File: src/rtl/axi_arbiter_2to1.sv
// Two-master to one-slave AXI-lite arbiter: one whole transaction at a time,
// round-robin between masters, with the response routed back to the owner.
module axi_arbiter_2to1 #(
   parameter int ADDR_W = 32,
   parameter int DATA_W = 32
) (
   input  logic              aclk,
   input  logic              arst,
   // master 0
   input  logic              m0_awvalid,
   input  logic [ADDR_W-1:0] m0_awaddr,
   output logic              m0_awready,
   input  logic              m0_wvalid,
   input  logic [DATA_W-1:0] m0_wdata,
   output logic              m0_wready,
   output logic              m0_bvalid,
   output logic [1:0]        m0_bresp,
   input  logic              m0_bready,
   input  logic              m0_arvalid,
   input  logic [ADDR_W-1:0] m0_araddr,
   output logic              m0_arready,
   output logic              m0_rvalid,
   output logic [DATA_W-1:0] m0_rdata,
   output logic [1:0]        m0_rresp,
   input  logic              m0_rready,
   // master 1
   input  logic              m1_awvalid,
   input  logic [ADDR_W-1:0] m1_awaddr,
   output logic              m1_awready,
   input  logic              m1_wvalid,
   input  logic [DATA_W-1:0] m1_wdata,
   output logic              m1_wready,
   output logic              m1_bvalid,
   output logic [1:0]        m1_bresp,
   input  logic              m1_bready,
   input  logic              m1_arvalid,
   input  logic [ADDR_W-1:0] m1_araddr,
   output logic              m1_arready,
   output logic              m1_rvalid,
   output logic [DATA_W-1:0] m1_rdata,
   output logic [1:0]        m1_rresp,
   input  logic              m1_rready,
   // slave
   output logic              s_awvalid,
   output logic [ADDR_W-1:0] s_awaddr,
   input  logic              s_awready,
   output logic              s_wvalid,
   output logic [DATA_W-1:0] s_wdata,
   input  logic              s_wready,
   input  logic              s_bvalid,
   input  logic [1:0]        s_bresp,
   output logic              s_bready,
   output logic              s_arvalid,
   output logic [ADDR_W-1:0] s_araddr,
   input  logic              s_arready,
   input  logic              s_rvalid,
   input  logic [DATA_W-1:0] s_rdata,
   input  logic [1:0]        s_rresp,
   output logic              s_rready,
   // status
   output logic [1:0]        grant,
   output logic              busy
);

   localparam logic [1:0] IDLE = 2'd0;
   localparam logic [1:0] WR   = 2'd1;
   localparam logic [1:0] RD   = 2'd2;

   logic [1:0] state_q, state_d;
   logic       g_q, g_d;
   logic       rr_q, rr_d;
   logic       req0, req1, win, win_aw;
   logic       is_wr, is_rd, wr0, wr1, rd0, rd1;
   logic       g_bready, g_rready;

   assign req0     = m0_awvalid | m0_arvalid;
   assign req1     = m1_awvalid | m1_arvalid;
   assign win      = (req0 & req1) ? rr_q : req1;
   assign win_aw   = win ? m1_awvalid : m0_awvalid;
   assign g_bready = g_q ? m1_bready : m0_bready;
   assign g_rready = g_q ? m1_rready : m0_rready;

   always_ff @(posedge aclk or negedge arst) begin
      if (!arst) begin
         state_q <= IDLE;
         g_q     <= 1'b0;
         rr_q    <= 1'b0;
      end else begin
         state_q <= state_d;
         g_q     <= g_d;
         rr_q    <= rr_d;
      end
   end

   always_comb begin
      state_d = state_q;
      g_d     = g_q;
      rr_d    = rr_q;
      case (state_q)
         IDLE: begin
            if (req0 | req1) begin
               g_d     = win;
               state_d = win_aw ? WR : RD;
            end
         end
         WR: begin
            if (s_bvalid & g_bready) begin
               state_d = IDLE;
               rr_d    = ~g_q;
            end
         end
         RD: begin
            if (s_rvalid & g_rready) begin
               state_d = IDLE;
               rr_d    = ~g_q;
            end
         end
         default: state_d = IDLE;
      endcase
   end

   assign is_wr = (state_q == WR);
   assign is_rd = (state_q == RD);
   assign wr0   = is_wr & ~g_q;
   assign wr1   = is_wr &  g_q;
   assign rd0   = is_rd & ~g_q;
   assign rd1   = is_rd &  g_q;

   // requests forwarded from the owner only while its transaction is active
   assign s_awvalid = (wr0 & m0_awvalid) | (wr1 & m1_awvalid);
   assign s_wvalid  = (wr0 & m0_wvalid)  | (wr1 & m1_wvalid);
   assign s_bready  = (wr0 & m0_bready)  | (wr1 & m1_bready);
   assign s_awaddr  = wr0 ? m0_awaddr : (wr1 ? m1_awaddr : '0);
   assign s_wdata   = wr0 ? m0_wdata  : (wr1 ? m1_wdata  : '0);
   assign s_arvalid = (rd0 & m0_arvalid) | (rd1 & m1_arvalid);
   assign s_rready  = (rd0 & m0_rready)  | (rd1 & m1_rready);
   assign s_araddr  = rd0 ? m0_araddr : (rd1 ? m1_araddr : '0);

   assign m0_awready = wr0 & s_awready;
   assign m0_wready  = wr0 & s_wready;
   assign m0_bvalid  = wr0 & s_bvalid;
   assign m0_bresp   = wr0 ? s_bresp : '0;
   assign m0_arready = rd0 & s_arready;
   assign m0_rvalid  = rd0 & s_rvalid;
   assign m0_rdata   = rd0 ? s_rdata : '0;
   assign m0_rresp   = rd0 ? s_rresp : '0;

   assign m1_awready = wr1 & s_awready;
   assign m1_wready  = wr1 & s_wready;
   assign m1_bvalid  = wr1 & s_bvalid;
   assign m1_bresp   = wr1 ? s_bresp : '0;
   assign m1_arready = rd1 & s_arready;
   assign m1_rvalid  = rd1 & s_rvalid;
   assign m1_rdata   = rd1 ? s_rdata : '0;
   assign m1_rresp   = rd1 ? s_rresp : '0;

   assign busy  = is_wr | is_rd;
   assign grant = {busy & g_q, busy & ~g_q};

endmodule

File: config.mk
export PLATFORM = sky130hd
export DESIGN_NAME = axi_arbiter_2to1
export DESIGN_NICKNAME = d
export VERILOG_FILES = /design/src/rtl/axi_arbiter_2to1.sv
export SDC_FILE = /design/constraint.sdc
export NUM_CORES = 1
export LEC_CHECK = 0
export ABC_CLOCK_PERIOD_IN_PS = 1860
export CAP_MARGIN = 5
export CORE_AREA = 2 2 167 169
export DETAILED_ROUTE_END_ITERATION = 10
export DIE_AREA = 0 0 169 171
export PLACE_DENSITY_LB_ADDON = 0.05
export SYNTH_ARGS = -nofsm -noshare
export SYNTH_HDL_FRONTEND = slang
export SYNTH_SLANG_ARGS = --single-unit
File: constraint.sdc
create_clock -name aclk -period 1.86 [get_ports aclk]
set_input_delay 0.372 -clock aclk [delete_from_list [all_inputs] [get_ports aclk]]
set_output_delay 0.372 -clock aclk [all_outputs]
set_load 0.02 [all_outputs]
### Word-level counts from Yosys, hierarchy flattened

Index checks and enable logic that the tools add are counted.

* memory bits (read-only): 0
* bits in latches: 0
* memories: 0
* output and inout bits: 186
* bits in registers: 4
* input port bits: 245
* memory bits (writable): 0
* logic and storage cells: 76

* add/subtract/negate cells: 0
* magnitude comparators: 0
* multiply operators: 0
* reduce and logical (&&, ||, !) cells: 5
* bitwise gates (word level): 39
* div/mod/pow operators: 0
* multiplexer cells: 24
* equal/unequal tests: 5
* shift operators: 0

Operators by type and width (count)
* 32-bit 2-to-1 mux: 8
* 1-bit AND: 29
* 2-bit 2-to-1 mux: 8
* 1-bit OR: 9
* 1-bit 2-to-1 mux: 6
* 2-bit case mux with 3 select lines: 1
* 3-bit AND reduction: 2
* 2-bit by 1-bit inequality test with 1-bit output (second input constant): 2
* 2-bit by 1-bit equality test with 1-bit output (second input constant): 1
* 2-bit equality test (second input constant): 1
* 2-bit logical NOT: 1
* 2-bit inequality test (second input constant): 1
* 1-bit case mux with 2 select lines: 1
* 2-bit AND reduction: 1
* 2-bit nonzero test: 1
* 1-bit NOT: 1

### Longest topological paths before layout

* depth in word-level cells: 7
* depth in mapped cells: 7
* mapped depth without buffers: 6

### Worst setup path before layout

OpenSTA, ideal clock, no wires.

* path kind: reg-to-output
* from: register state_q[0]
* to: output port m0_rdata[10]
* data arrival time: 1.552 ns
* setup slack: -0.064 ns
* required time: 1.488 ns
* buffers on the path: 2
* stages on the path, launching flop included: 7
* cells stage by stage: dfrtp_1 -> inv_1 -> ha_1 -> buf_2 -> nor2b_1 -> clkbuf_1 -> and2_1

* word-level cells in the longest chain between the ends: 3

Ends and longest elaborated chain
* start: declaration: RTL line 69 `logic [1:0] state_q, state_d;`
* start signal: assignment: RTL line 89 `state_q <= state_d;`
* 2-bit equality test: RTL line 123 `assign is_rd = (state_q == RD);`
* 1-bit AND: RTL line 126 `assign rd0 = is_rd & ~g_q;`
* 32-bit 2-to-1 mux: RTL line 145 `assign m0_rdata = rd0 ? s_rdata : '0;`
* end: declaration: RTL line 23 `output logic [DATA_W-1:0] m0_rdata,`

No other way between the ends.

### Final worst setup path

* from: register g_q
* to: output port s_wdata[25]

* word-level cells in the longest chain between the ends: 3
* elaborated cells between the ends (all ways): 5
* classes of those cells: mux: 2; bitwise: 3

Ends and longest elaborated chain
* start: declaration: RTL line 70 `logic g_q, g_d;`
* start signal: assignment: RTL line 90 `g_q <= g_d;`
* 1-bit AND / 1-bit NOT (equally long branches): RTL line 125, 124
* 32-bit 2-to-1 mux / 1-bit AND (equally long branches): RTL line 134, 124
* 32-bit 2-to-1 mux *: RTL line 134 `assign s_wdata = wr0 ? m0_wdata : (wr1 ? m1_wdata : '0);`
* end: declaration: RTL line 48 `output logic [DATA_W-1:0] s_wdata,`

Mark *: on every way between the ends. The rest lies on a longest branch, timed or not.

==> impl_metrics.json <==
{
  "placed_cells": 1140,
  "pre_cts_slack_ns": -0.342,
  "syn_nets": 607,
  "fin_skew_ns": 0.00526,
  "busiest_layer": "met2",
  "rsz0062_at_grt": "yes",
  "die_h_um": 171,
  "cts_num_sinks": 4,
  "die_w_um": 169,
  "yosys-top-cells-count": "nor2b_1, mux2i_1, and2_1",
  "slew_viol_final": 0,
  "async_flop_share_pct": 100,
  "p_leak_nw": 3.91,
  "worstSetupPathType": "flop to output pin",
  "grt_pass1_wl_mm": 29.7,
  "antenna_found_initial": 1,
  "fin_hold_ws_ns": 0.341,
  "hold_viol_final": 0,
  "yosysMostFrequentCell": "nor2b_1",
  "cp_data_required_time_ns": 1.49,
  "outcome": "complete, but fails checks",
  "viasPerCell": 3.82,
  "min_period_ns": 1.99,
  "clock_latency_ns": 0.23,
  "crit_slowest_cell": "dfrtp_4",
  "use_met3_pct": 2.41,
  "drc_errors": 0,
  "fin_cells": 1178,
  "synth.top_cell.area_share_pct": 37.9,
  "nNetsFinal": 1081,
  "powerDensity_mw_per_mm2": 1230,
  "ios": 431,
  "cts_buffer_depth": 2,
  "postPlaceCellArea_mm2": 0.00770,
  "h-tree-depth": 1,
  "drt_wl_total_mm": 23.3,
  "fp.coreArea_mm2": 0.0273,
  "syn-cell-area_mm2": 0.00264,
  "drt-initial-drc-count": 84,
  "final_cell_area_mm2": 0.00893,
  "num_rows": 61,
  "synth.largest_area_cell": "mux2i_1",
  "portBuffers": 430,
  "gr-usage-met1_pct": 15.8,
  "fin_crit_sh_pct": 107,
  "hold_path.class": "input port to asynchronous set/reset pin",
  "drt-wirelength-per-cell_um": 19.8,
  "cts_tree": "built",
  "ys_warn_count": 0,
  "dieArea_mm2": 0.0289,
  "cts_hold_buf": 0,
  "crit_chain": "buf_12 -> buf_16 -> mux2i_4 -> nor2b_1 -> buf_4",
  "fin_tns_setup_ns": -10.38,
  "cts_buffers": 3,
  "clkSlewWorstSetupHoldPaths_ns": 0.03,
  "irDropWorstVdd_v": 0.000691,
  "violations": "setup timing",
  "ys_seq_area_share_pct": 3.79,
  "antennaDiodeCount": 0,
  "ant_nets": 0,
  "grt_pass1_vias": 4303,
  "synth_flop_cell": "dfrtp_1",
  "met2_usage_pct": 26.8,
  "fin_ws_ns": -0.127,
  "fillers": 2890,
  "fmax_mhz": 503,
  "cp.arrival_ns": 1.61,
  "first_pass_iters": 4,
  "drv_cap": 0,
  "fin_total_pwr_mw": 11.0,
  "ys_seq_elements": 4,
  "start_util_pct": 9.66,
  "cp_max_fo": 7,
  "syn_avg_cell_area_um2": 7.35,
  "final_util_pct": 32.7,
  "max_stage_delay_ns": 0.56,
  "yosysUniqueCellTypes": 26,
  "place.gp.congestion": 0.834,
  "synth_edf_count": 0,
  "finalSetupViolCount": 152,
  "grt_max_degree": 29,
  "root_buffer": "clkbuf_16",
  "track_usage_pct": 13.6,
  "slew_headroom_pct": 76.3,
  "endpoint_kind": "output pin",
  "synth.area.top_cells": "mux2i_1, nor2b_1, and2_1",
  "syn_inst": 359,
  "overflow": 0,
  "drive_gt1_share_pct": 46.0,
  "areaGrowthSynthToFinish_pct": 238,
  "dpl.hpwl_mm": 17.4,
  "crit_path_start_kind": "flop",
  "vias": 4495,
  "worst_pin_slew_ns": 0.353
}
[power by group]
part           internal, mW  switching (mW)  leakage, nW  total, mW
logic                  5.77            4.65         3.83       10.4
clock network         0.284          0.0715       0.0382      0.356
registers             0.140          0.0896       0.0490      0.230
total                  6.20            4.81         3.91       11.0
[layer usage]
| metal | vias to the layer above | share of wire (%) |
|---|---|---|
| li1 | 2170 | - |
| met1 | 2137 | 39 |
| met2 | 181 | 55 |
| met3 | 7 | 5.7 |
| met4 | 0 | 0.38 |
| met5 | - | 0 |
[logic make-up after synthesis]
| logic type | after synthesis | synth area share (%) |
|---|---|---|
| and+or+nand+nor | 199 | 46.4 |
| muxes | 101 | 38.5 |
| AOI/OAI and AO/OA | 12 | 3.32 |
| adders and majority gates | 3 | 1.42 |
| DFF | 4 | 3.79 |
| buffers and inverters | 40 | 6.59 |
[repair_timing]
action / in CTS / in global routing
hold endpoints to repair: 0 / 0
gates cloned: 9 / 13
resized for setup: 910 / 248
pin swaps: 1 / 33
endpoints found under the setup margin: 188 / 183
buffers inserted: 6 / 8
[area by class of cell]
class | count | area (um2) | share of cell area, %
Timing Repair Buffer | 505 | 5400 | 60.4
Multi-Input combinational cell | 315 | 2900 | 32.5
Tap cell | 346 | 433 | 4.85
Sequential cell | 4 | 104 | 1.16
Clock buffer | 4 | 78.8 | 0.883
Inverter | 4 | 15.0 | 0.168
[final timing paths]
kind | start | slack [ns] | endpoint | cells after the start
max | g_q | -0.13 | s_wdata[25] | 5
max reg2reg | g_q | -0.05 | state_q[1] | 6
min in group aclk | rr_q | 0.59 | rr_q | 2
min | arst | 0.34 | g_q | 1
min reg2reg | rr_q | 0.59 | rr_q | 2
max in group asynchronous | arst | 1.33 | g_q | 1
[flip-flops by register name (all words and copies together), names as in the netlist]
signal,cells
state_q,2
g_q,1
rr_q,1
[worst max-delay path: cells and delay by family, from the launching register on]
family                 cells  cell delay (ns)
buffers and inverters      3             0.50
flip-flops                 1             0.56
multiplexers               1             0.19
AND/OR/NAND/NOR            1             0.12
[placed cells by master (no fill, tap or decap), types with 11 or more instances in the layout]
cell type / count
nor2b_1: 83
buf_12: 16
clkbuf_16: 13
mux2i_2: 11
buf_6: 106
nor2b_2: 13
clkdlybuf4s50_1: 244
and3_4: 34
and2_4: 36
buf_4: 106
mux2i_1: 82
Power figures use the tool's default switching activity.
